<file path="config.mk">
export PLATFORM = sky130hd
export DESIGN_NAME = bubble_shooter_ctrl
export DESIGN_NICKNAME = d
export VERILOG_FILES = /design/src/rtl/bubble_shooter_ctrl.sv
export SDC_FILE = /design/constraint.sdc
export NUM_CORES = 1
export LEC_CHECK = 0
export CELL_PAD_IN_SITES_DETAIL_PLACEMENT = 2
export CELL_PAD_IN_SITES_GLOBAL_PLACEMENT = 2
export CORE_MARGIN = 4
export CORE_UTILIZATION = 27
export CTS_CLUSTER_DIAMETER = 80
export DETAILED_ROUTE_END_ITERATION = 8
export PLACE_DENSITY = 0.83
export SKIP_CTS_REPAIR_TIMING = 1
export SLEW_MARGIN = 30
export SYNTH_ARGS = -nofsm -noshare
export SYNTH_HDL_FRONTEND = slang
export SYNTH_SLANG_ARGS = --single-unit
</file>
<file path="constraint.sdc">
create_clock -name clk -period 2.13 [get_ports clk]
set_input_delay 0.639 -clock clk [delete_from_list [all_inputs] [get_ports clk]]
set_output_delay 0.639 -clock clk [all_outputs]
set_load 0.02 [all_outputs]
</file>
<file path="src/rtl/bubble_shooter_ctrl.sv">
// bubble_shooter_ctrl: turns raw PmodJSTK data into a saturating column cursor
// (shoot_pos) and a one-clock fire pulse (jstkPress). The trigger is
// synchronized and debounced, and a fire/cooldown/release FSM guarantees one
// pulse per physical press. The cursor is frozen while a shot is in flight.
module bubble_shooter_ctrl #(
  parameter logic [9:0] DZ_LO          = 10'd300,
  parameter logic [9:0] DZ_HI          = 10'd700,
  parameter int         DEBOUNCE_CYC   = 16,
  parameter int         COOLDOWN_TICKS = 2,
  parameter int         NUM_COLS       = 8,
  parameter int         START_COL      = 3
) (
  input  logic       clk,
  input  logic       rst,
  input  logic       en,
  input  logic       dclk,
  input  logic [9:0] jstk_x,
  input  logic       jstk_btn,
  output logic [2:0] shoot_pos,
  output logic       jstkPress,
  output logic       ready,
  output logic [7:0] fire_cnt
);

  localparam int              DB_W      = $clog2(DEBOUNCE_CYC) + 1;
  localparam logic [DB_W-1:0] DB_LAST   = DB_W'(DEBOUNCE_CYC - 1);
  localparam logic [2:0]      COL_MAX   = 3'(NUM_COLS - 1);
  localparam logic [2:0]      COL_START = 3'(START_COL);
  localparam logic [3:0]      COOL_LOAD = 4'(COOLDOWN_TICKS);

  typedef enum logic [1:0] {
    READY        = 2'd0,
    FIRE         = 2'd1,
    COOLDOWN     = 2'd2,
    WAIT_RELEASE = 2'd3
  } state_t;

  state_t          state_reg, state_next;
  logic            prev_dclk_reg;
  logic [1:0]      sync_reg;
  logic            btn_stable_reg;
  logic            btn_prev_stable_reg;
  logic [DB_W-1:0] db_cnt_reg;
  logic [3:0]      cool_cnt_reg, cool_cnt_next;
  logic [2:0]      pos_reg, pos_next;
  logic [7:0]      fire_cnt_reg, fire_cnt_next;

  logic tick;
  logic press_edge;
  logic cursor_live;

  // One-clock strobe per rising edge of the slow tick.
  assign tick = dclk & ~prev_dclk_reg;

  // Debounced rising edge of the trigger.
  assign press_edge = btn_stable_reg & ~btn_prev_stable_reg;

  // The cursor may only move outside of a shot in flight.
  assign cursor_live = (state_reg == READY) || (state_reg == WAIT_RELEASE);

  // Remember the previous dclk level for edge detection.
  always_ff @(posedge clk) begin
    if (rst) begin
      prev_dclk_reg <= 1'b0;
    end else begin
      prev_dclk_reg <= dclk;
    end
  end

  // Two-flop synchronizer feeding a persistence counter; the accepted level
  // flips only after the mismatch has held for DEBOUNCE_CYC cycles.
  always_ff @(posedge clk) begin
    if (rst) begin
      sync_reg            <= 2'b00;
      btn_stable_reg      <= 1'b0;
      btn_prev_stable_reg <= 1'b0;
      db_cnt_reg          <= '0;
    end else begin
      sync_reg            <= {sync_reg[0], jstk_btn};
      btn_prev_stable_reg <= btn_stable_reg;
      if (sync_reg[1] != btn_stable_reg) begin
        if (db_cnt_reg == DB_LAST) begin
          btn_stable_reg <= ~btn_stable_reg;
          db_cnt_reg     <= '0;
        end else begin
          db_cnt_reg <= db_cnt_reg + 1'b1;
        end
      end else begin
        db_cnt_reg <= '0;
      end
    end
  end

  // Next-state, cooldown counter and shot counter for the fire FSM.
  always_comb begin
    state_next    = state_reg;
    cool_cnt_next = cool_cnt_reg;
    fire_cnt_next = fire_cnt_reg;
    case (state_reg)
      READY: begin
        if (en && press_edge) begin
          state_next = FIRE;
        end
      end
      FIRE: begin
        state_next    = COOLDOWN;
        cool_cnt_next = COOL_LOAD;
        if (fire_cnt_reg != 8'hFF) begin
          fire_cnt_next = fire_cnt_reg + 8'd1;
        end
      end
      COOLDOWN: begin
        if (tick) begin
          // A zero count can only arise from an illegal parameter; treat it
          // like the last tick so the FSM can never stall here.
          if (cool_cnt_reg <= 4'd1) begin
            cool_cnt_next = 4'd0;
            state_next    = btn_stable_reg ? WAIT_RELEASE : READY;
          end else begin
            cool_cnt_next = cool_cnt_reg - 4'd1;
          end
        end
      end
      WAIT_RELEASE: begin
        if (!btn_stable_reg) begin
          state_next = READY;
        end
      end
      default: begin
        state_next = READY;
      end
    endcase
  end

  // Saturating one-column-per-tick cursor movement outside the dead zone.
  always_comb begin
    pos_next = pos_reg;
    if (tick && en && cursor_live) begin
      if (jstk_x < DZ_LO) begin
        if (pos_reg != 3'd0) begin
          pos_next = pos_reg - 3'd1;
        end
      end else if (jstk_x > DZ_HI) begin
        if (pos_reg != COL_MAX) begin
          pos_next = pos_reg + 3'd1;
        end
      end
    end
  end

  // State, cooldown, shot count and cursor registers.
  always_ff @(posedge clk) begin
    if (rst) begin
      state_reg    <= READY;
      cool_cnt_reg <= 4'd0;
      fire_cnt_reg <= 8'd0;
      pos_reg      <= COL_START;
    end else begin
      state_reg    <= state_next;
      cool_cnt_reg <= cool_cnt_next;
      fire_cnt_reg <= fire_cnt_next;
      pos_reg      <= pos_next;
    end
  end

  assign shoot_pos = pos_reg;
  assign jstkPress = (state_reg == FIRE);
  assign ready     = (state_reg == READY);
  assign fire_cnt  = fire_cnt_reg;

endmodule

</file>
==> summary.md, run 1 <==
| Metric | Value |
|---|---|
| Wirelength, routed | `just under 4000 µm` |
| Setup repair after global routing missed its margin | `true` |
| Mean instance size in the synthesized netlist | `slightly below 9 µm²` |
| Number of nets produced by synthesis | `between 150 and 200` |
| Final count of negative-setup-slack endpoints | `0` |
| Die area | `about 6100 µm²` |
| CP bufs+invs | `2` |
| Shortest clock period the worst path allows after layout | `around 2.1 ns` |
| Clock latency on the worst-skew pair | `~0.27 ns` |
| Number of enable-type register cells in the synthesized netlist | `0` |
| Core footprint | `around 4700 µm²` |
| Net count of the finished layout | `between 200 and 250` |
| Global-route wire length before repair | `about 6400 µm` |
| Share of final-layout standard cells stronger than drive strength 1 | `0.124` |
| Flip-flop count of the largest register after layout | `8` |
| Post-synthesis sequential area ratio | `0.409` |
| Worst-case register-to-register setup slack | `roughly 0.071 ns` |
| Clock slew seen by the registers of the worst setup and hold paths | `~0.10 ns` |
| Cell type of the slowest stage on the worst timing path | `sky130_fd_sc_hd__or4_1` |
| Critical path start-end classification | `reg -> reg` |
| Count of nets left with antenna violations after detail routing | `0` |
| Diodes inserted | `0` |
| Vias in the first global route | `between 1k and 1.5k` |
| CTS H-tree lvls | `1` |
| Drc violations | `0` |
| Tot Pwr | `1360 µW` |
| Antenna violations before repair | `0` |
| Power share of the clock group | `0.218` |
| TritonCTS clock tree | `yes` |
| Endpoint class of the critical path | `flop` |
| Synth top area cells | `sky130_fd_sc_hd__dfxtp_1 (41%), sky130_fd_sc_hd__ha_1 (8.5%), sky130_fd_sc_hd__nor2_1 (5.7%), sky130_fd_sc_hd__xnor2_1 (3.3%), sky130_fd_sc_hd__xor2_1 (3.3%)` |
| Headroom to the max-slew limit | `0.650` |
| Worst reg2reg path endpoint | `state_reg[1]$_SDFFE_PP0P_` |
| Final standard cell count with taps included and fillers excluded | `between 200 and 300` |
| Die span in x | `78.0 µm` |
| Hold Crit Endpoint | `sync_reg[1]$_SDFF_PP0_` |
| Switching power | `457 µW` |
| Internal power summed over all cells | `about 900 µW` |
| Final cycle utilization of the critical path | `0.967` |
| Leakage Power | `0.000825 µW` |
| Fin worst setup slack | `0.0712 ns` |
| Timing-limited maximum frequency | `roughly 490 MHz` |
| Transition time at the pin with the least slew margin | `0.524 ns` |
| Ratio of routed vias to standard cells | `between 4 and 5` |
| Number of instances in the synthesized netlist | `around 150` |
| Remaining Overflow, GRT | `0` |
| Count of max-cap constraint violations | `0` |
| Worst slack, placed | `-0.466 ns` |
| Height of the die | `78.0 µm` |
| Sequential Power Share | `0.430` |
| Area grow syn2layout | `39.2%` |
| Pwr Density | `around 740 nW/µm²` |
| Number of ports placed on the die boundary | `28` |
| Netlist area before placement | `about 1300 µm²` |
| Instance count after placement with tap cells included | `~250` |
| Row cnt | `25` |
| Number of clock buffers inserted by TritonCTS | `3` |
| Number of buffer cells added on primary ports | `27` |
| Cells traversed along the worst timing path | `inv_2, ha_4, nor2_1, or4_1, a222oi_1, buf_4, a21oi_1, a311oi_1` |
| Number of filler cells placed in the layout | `around 530` |
| Final slew viol count | `0` |
| Worst setup SP type | `flop` |
| Status | `finished, final reports clean` |
| Pin count of the biggest net entering global routing | `16` |
| Clk_skew | `a little over 0.005 ns` |
| R2R Path Start | `cool_cnt_reg[0]$_SDFFE_PP0P_` |
| Tightest Hold Check Type | `reg -> reg` |
| Clock Tree Root | `sky130_fd_sc_hd__clkbuf_8` |
| Required time of the critical path | `about 2.3 ns` |
| Fraction of registers with async set or reset after synthesis | `0` |
| Slowest cell delay on critical path | `about 0.47 ns` |
| CTS Sinks | `27` |
| Post-detailed-placement half-perimeter wirelength | `3100 µm` |
| Sw frac | `0.336` |
| Overall Global Routing Usage | `0.129` |
| Final core utilization | `0.390` |
| Count of state elements after synthesis | `27` |
| Min-Delay Startpoint | `sync_reg[0]$_SDFF_PP0_` |
| Initial cell density of the core | `0.280` |
| DRC marker count from the first detailed-route iteration | `38` |
| Number of synthesis warnings | `0` |
| Most instantiated flip-flop cell in the synthesis netlist | `sky130_fd_sc_hd__dfxtp_1` |
| Buffer depth of the longest clock path | `2` |
| First-pass DRT Iterations | `4` |
| Critical path data arrival time | `between 2 and 2.5 ns` |
| Largest fanout on the critical path | `4` |
| Final estimated routing congestion in global placement | `0.767` |
| Worst Reg-to-Reg Cells | `8` |
| Maximum ir drop on the vdd rail | `~0.33 mV` |
| FF+latch area | `roughly 540 µm²` |
| Gate power share | `0.352` |
| Share of Yosys cell area claimed by the top area cell type | `0.409` |
| Via total after detailed routing | `roughly 1.2k` |
| Cell taking the most area after synthesis | `sky130_fd_sc_hd__dfxtp_1` |
| Area of the multi-input gates | `roughly 770 µm²` |
| Final Hold Viols | `0` |
| Unique masters post-synth | `36` |
| CP delay by family, top | `compound AO/OA/AOI/OAI gates` |
| WL per Instance | `between 15 and 20 µm` |
| Number of cells on the worst hold path | `1` |
==> final cells by class <==
cell class,count,area share
Inverter,11,0.0224
Sequential cell,27,0.294
Timing Repair Buffer,35,0.194
Clock buffer,3,0.0224
Multi-Input combinational cell,108,0.418
Clock inverter,1,0.00272
Tap cell,67,0.0455
==> metal layers <==
layer | vias to the layer above | wire (µm) | share of wire | global-route usage
met3 | 4 | 64 | 0.016 | 0.0151
met4 | 0 | 51 | 0.013 | 0.0350
met1 | 598 | 1580 | 0.40 | 0.143
met2 | 10 | 2250 | 0.57 | 0.255
li1 | 594 | - | - | -
met5 | - | 0 | 0 | 0
==> cells in the final DEF (no fill, tap or decap), types with 2 or more instances in the layout <==
cell type,count
sky130_fd_sc_hd__clkdlybuf4s50_1,16
sky130_fd_sc_hd__ha_1,8
sky130_fd_sc_hd__mux2i_1,2
sky130_fd_sc_hd__o21ai_0,6
sky130_fd_sc_hd__o31ai_1,2
sky130_fd_sc_hd__inv_1,9
sky130_fd_sc_hd__nor2b_1,4
sky130_fd_sc_hd__nor2_1,20
sky130_fd_sc_hd__nand2_1,8
sky130_fd_sc_hd__nand2b_1,2
sky130_fd_sc_hd__xnor2_1,4
sky130_fd_sc_hd__buf_4,8
sky130_fd_sc_hd__xor2_1,5
sky130_fd_sc_hd__clkbuf_8,3
sky130_fd_sc_hd__nand4_1,5
sky130_fd_sc_hd__dfxtp_1,26
sky130_fd_sc_hd__or3_1,2
sky130_fd_sc_hd__and3_1,4
sky130_fd_sc_hd__o211a_1,2
sky130_fd_sc_hd__and4_1,2
sky130_fd_sc_hd__a21oi_1,6
sky130_fd_sc_hd__inv_2,2
sky130_fd_sc_hd__nand3_1,5
sky130_fd_sc_hd__dlymetal6s2s_1,11
sky130_fd_sc_hd__nor3_1,2
==> synth_stat cells, drive strengths merged, types with 2 or more instances <==
cell and number:
a21oi 7, and3 4, and4 2, clkbuf 2
dfxtp 27, ha 9, inv 11, mux2i 2
nand2 8, nand2b 2, nand3 5, nand4 5
nor2 20, nor2b 4, nor3 2, o211a 2
o21ai 7, o31ai 2, or3 2, xnor2 5
xor2 5
==> power by group through the flow <==
stage	clock (µW)	sequential [µW]	combinational, µW
floorplan	0	602	239
global placement	0	587	411
detailed placement	0	595	452
CTS	302	584	456
global route	322	590	525
finish	296	585	479
==> cells by family after synthesis <==
kind of cell               after synthesis  share of synthesized area
xor gates and xnor gates                10                     0.0662
DFF                                     27                      0.409
buffers and inverters                   13                     0.0369
and+or+nand+nor                         60                      0.240
adders and majority gates               10                      0.100
muxes                                    3                     0.0237
AOI/OAI and AO/OA                       25                      0.124
==> per-stage QoR <==
stage	hold slack, ns	setup TNS [ns]	area, µm²
global route	0.474	-0.0689	1840
detailed placement	0.447	-2.08	1720
finish	0.462	0	1840
global placement	0.421	-1.55	1720
floorplan	0.414	0	1320
CTS	0.467	-0.972	1770
==> worst register-to-register path: cells and delay by family, from the launching register on <==
family,cells,cell delay [ns]
adders and majority gates,1,0.14
AOI/OAI and AO/OA,3,0.64
DFF,1,0.35
buffers and inverters,2,0.27
and+or+nand+nor,2,0.53
==> worst max path at each step <==
stage | start | endpoint | slack, ns | cells after the start
floorplan | dclk | state_reg[1]$_SDFFE_PP0P_ | 0.11 | 5
global placement | dclk | state_reg[1]$_SDFFE_PP0P_ | -0.37 | 7
detailed placement | dclk | state_reg[1]$_SDFFE_PP0P_ | -0.47 | 7
CTS | dclk | state_reg[1]$_SDFFE_PP0P_ | -0.24 | 7
global route | cool_cnt_reg[0]$_SDFFE_PP0P_ | state_reg[1]$_SDFFE_PP0P_ | -0.07 | 8
finish | cool_cnt_reg[0]$_SDFFE_PP0P_ | state_reg[1]$_SDFFE_PP0P_ | 0.07 | 8
Power figures use the tool's default switching activity.
==> run 2, diff against run 1 <==
--- a/config.mk
+++ b/config.mk
@@ -7,11 +7,11 @@
 export LEC_CHECK = 0
 export CELL_PAD_IN_SITES_DETAIL_PLACEMENT = 2
 export CELL_PAD_IN_SITES_GLOBAL_PLACEMENT = 2
-export CORE_MARGIN = 4
 export CORE_UTILIZATION = 27
 export CTS_CLUSTER_DIAMETER = 80
 export DETAILED_ROUTE_END_ITERATION = 8
 export PLACE_DENSITY = 0.83
+export RECOVER_POWER = 50
 export SKIP_CTS_REPAIR_TIMING = 1
 export SLEW_MARGIN = 30
 export SYNTH_ARGS = -nofsm -noshare
==> summary.md, run 2 (synthesized netlist as in run 1, its figures left out) <==
| Metric | Value |
|---|---|
| Status | `finished, final reports clean (unchanged)` |
| Cells traversed along the worst timing path | `clkdlybuf4s50_1 (was inv_2, ha_4, nor2_1, or4_1, a222oi_1, buf_4, a21oi_1, a311oi_1)` |
| Die area | `5180 µm² (was 6080 µm²)` |
| Share of final-layout standard cells stronger than drive strength 1 | `0.138 (was 0.124)` |
| Worst slack, placed | `-0.524 ns (was -0.466 ns)` |
| Wirelength, routed | `4000 µm (was 3940 µm)` |
| WL per Instance | `15.6 µm (about the same)` |
| Transition time at the pin with the least slew margin | `0.638 ns (was 0.524 ns)` |
| Count of max-cap constraint violations | `0 (unchanged)` |
| Count of nets left with antenna violations after detail routing | `0 (unchanged)` |
| Drc violations | `0 (unchanged)` |
| Vias in the first global route | `1332 (was 1330)` |
| Number of clock buffers inserted by TritonCTS | `3 (unchanged)` |
| TritonCTS clock tree | `yes (unchanged)` |
| Diodes inserted | `0 (unchanged)` |
| Hold slack final | `0.453 ns (was 0.462 ns)` |
| Final count of negative-setup-slack endpoints | `0 (unchanged)` |
| Final slew viol count | `0 (unchanged)` |
| Commonest non-fill, non-tap cells in the layout | `sky130_fd_sc_hd__dfxtp_1 (26), sky130_fd_sc_hd__nor2_1 (20), sky130_fd_sc_hd__clkdlybuf4s50_1 (15) (was sky130_fd_sc_hd__dfxtp_1 (26), sky130_fd_sc_hd__nor2_1 (20), sky130_fd_sc_hd__clkdlybuf4s50_1 (16))` |
| Final estimated routing congestion in global placement | `0.853 (was 0.767)` |
| Clock slew seen by the registers of the worst setup and hold paths | `0.10 ns (about the same)` |
| Clock Tree Root | `sky130_fd_sc_hd__clkbuf_8 (unchanged)` |
| Post-detailed-placement half-perimeter wirelength | `2970 µm (was 3100 µm)` |
| Clk_skew | `0.00456 ns (was 0.00503 ns)` |
| Largest fanout on the critical path | `7 (was 4)` |
| Overall Global Routing Usage | `0.152 (was 0.129)` |
| Number of buffer cells added on primary ports | `27 (unchanged)` |
| Core footprint | `4720 µm² (unchanged)` |
| DRC marker count from the first detailed-route iteration | `36 (was 38)` |
| First-pass DRT Iterations | `4 (unchanged)` |
| Buffer depth of the longest clock path | `2 (unchanged)` |
| Via total after detailed routing | `1229 (was 1206)` |
| Leading cell type in the layout, fill and taps excluded | `sky130_fd_sc_hd__dfxtp_1 (unchanged)` |
| Tightest Hold Check Type | `reg -> reg (unchanged)` |
| Fin worst setup slack | `0.0690 ns (was 0.0712 ns)` |
| Flip-flop count of the largest register after layout | `8 (unchanged)` |
| Antenna violations before repair | `0 (unchanged)` |
| Maximum ir drop on the vdd rail | `0.320 mV (was 0.333 mV)` |
| Leakage Power | `0.000836 µW (was 0.000825 µW)` |
| Die span in x | `72.0 µm (was 78.0 µm)` |
| CP delay by family, top | `buffers and inverters (was compound AO/OA/AOI/OAI gates)` |
| Height of the die | `72.0 µm (was 78.0 µm)` |
| Number of ports placed on the die boundary | `28 (unchanged)` |
| Required time of the critical path | `1.49 ns (was 2.30 ns)` |
| Area grow syn2layout | `41.2% (was 39.2%)` |
| Net count of the finished layout | `215 (was 211)` |
| Critical path start-end classification | `reg -> out (was reg -> reg)` |
| Shortest clock period the worst path allows after layout | `2.06 ns (about the same)` |
| Ratio of routed vias to standard cells | `4.80 (was 4.79)` |
| CP bufs+invs | `1 (was 2)` |
| Pin count of the biggest net entering global routing | `16 (unchanged)` |
| Timing-limited maximum frequency | `485 MHz (was 486 MHz)` |
| Headroom to the max-slew limit | `0.575 (was 0.650)` |
| Endpoint class of the critical path | `output port (was flop)` |
| Initial cell density of the core | `0.280 (unchanged)` |
| CTS Sinks | `27 (unchanged)` |
| Final cycle utilization of the critical path | `0.968 (was 0.967)` |
| Row cnt | `25 (unchanged)` |
| Final Hold Viols | `0 (unchanged)` |
| Critical path data arrival time | `1.42 ns (was 2.23 ns)` |
| Worst setup SP type | `flop (unchanged)` |
| CTS H-tree lvls | `1 (unchanged)` |
| Slowest cell delay on critical path | `0.67 ns (was 0.47 ns)` |
| Pwr Density | `747 nW/µm² (was 739 nW/µm²)` |
| Clock latency on the worst-skew pair | `0.27 ns (about the same)` |
| Cell type of the slowest stage on the worst timing path | `sky130_fd_sc_hd__clkdlybuf4s50_1 (was sky130_fd_sc_hd__or4_1)` |
| Number of filler cells placed in the layout | `506 (was 526)` |
| Remaining Overflow, GRT | `0 (unchanged)` |
| Global-route wire length before repair | `6130 µm (was 6410 µm)` |
## run 2: routing by layer
layer / vias up / routed length [µm] / global-route usage
li1: 606 / - / -
met1: 608 / 1610 / 0.162
met2: 11 / 2270 / 0.303
met3: 4 / 80 / 0.0208
met4: 0 / 40 / 0.0479
met5: - / 0 / 0
## run 2: final timing paths
path / from / end / slack [ns] / cells past startpoint
worst min-delay path: sync_reg[0]$_SDFF_PP0_ / sync_reg[1]$_SDFF_PP0_ / 0.45 / 1
worst min register to register: sync_reg[0]$_SDFF_PP0_ / sync_reg[1]$_SDFF_PP0_ / 0.45 / 1
worst max-delay path: fire_cnt[2]$_SDFFE_PP0P_ / fire_cnt[2] / 0.07 / 1
worst max register to register: cool_cnt_reg[1]$_SDFFE_PP0P_ / state_reg[1]$_SDFFE_PP0P_ / 0.07 / 8
## run 2: through the flow
step	instances	util	cell area (µm²)	total power (µW)	setup TNS [ns]
floorplan	148	-	1320	841	0
global placement	248	0.366	1730	1010	-1.50
detailed placement	248	0.366	1730	1050	-2.00
CTS	252	0.376	1780	1350	-0.812
global route	256	0.395	1870	1480	-0.0636
finish	256	0.395	1870	1390	0
## run 2: where the power goes
part | switching (µW) | internal [µW] | leakage [µW]
Clock | 163 | 131 | 0.0000255
Combinational | 267 | 248 | 0.000591
Sequential | 42.3 | 542 | 0.000219
## run 2: area by class of cell
class	instances	area [µm²]	share of cell area
Tap cell	67	83.8	0.0449
Multi-Input combinational cell	108	773	0.414
Inverter	11	41.3	0.0221
Clock inverter	1	5.00	0.00268
Sequential cell	27	542	0.290
Timing Repair Buffer	39	380	0.204
Clock buffer	3	41.3	0.0221
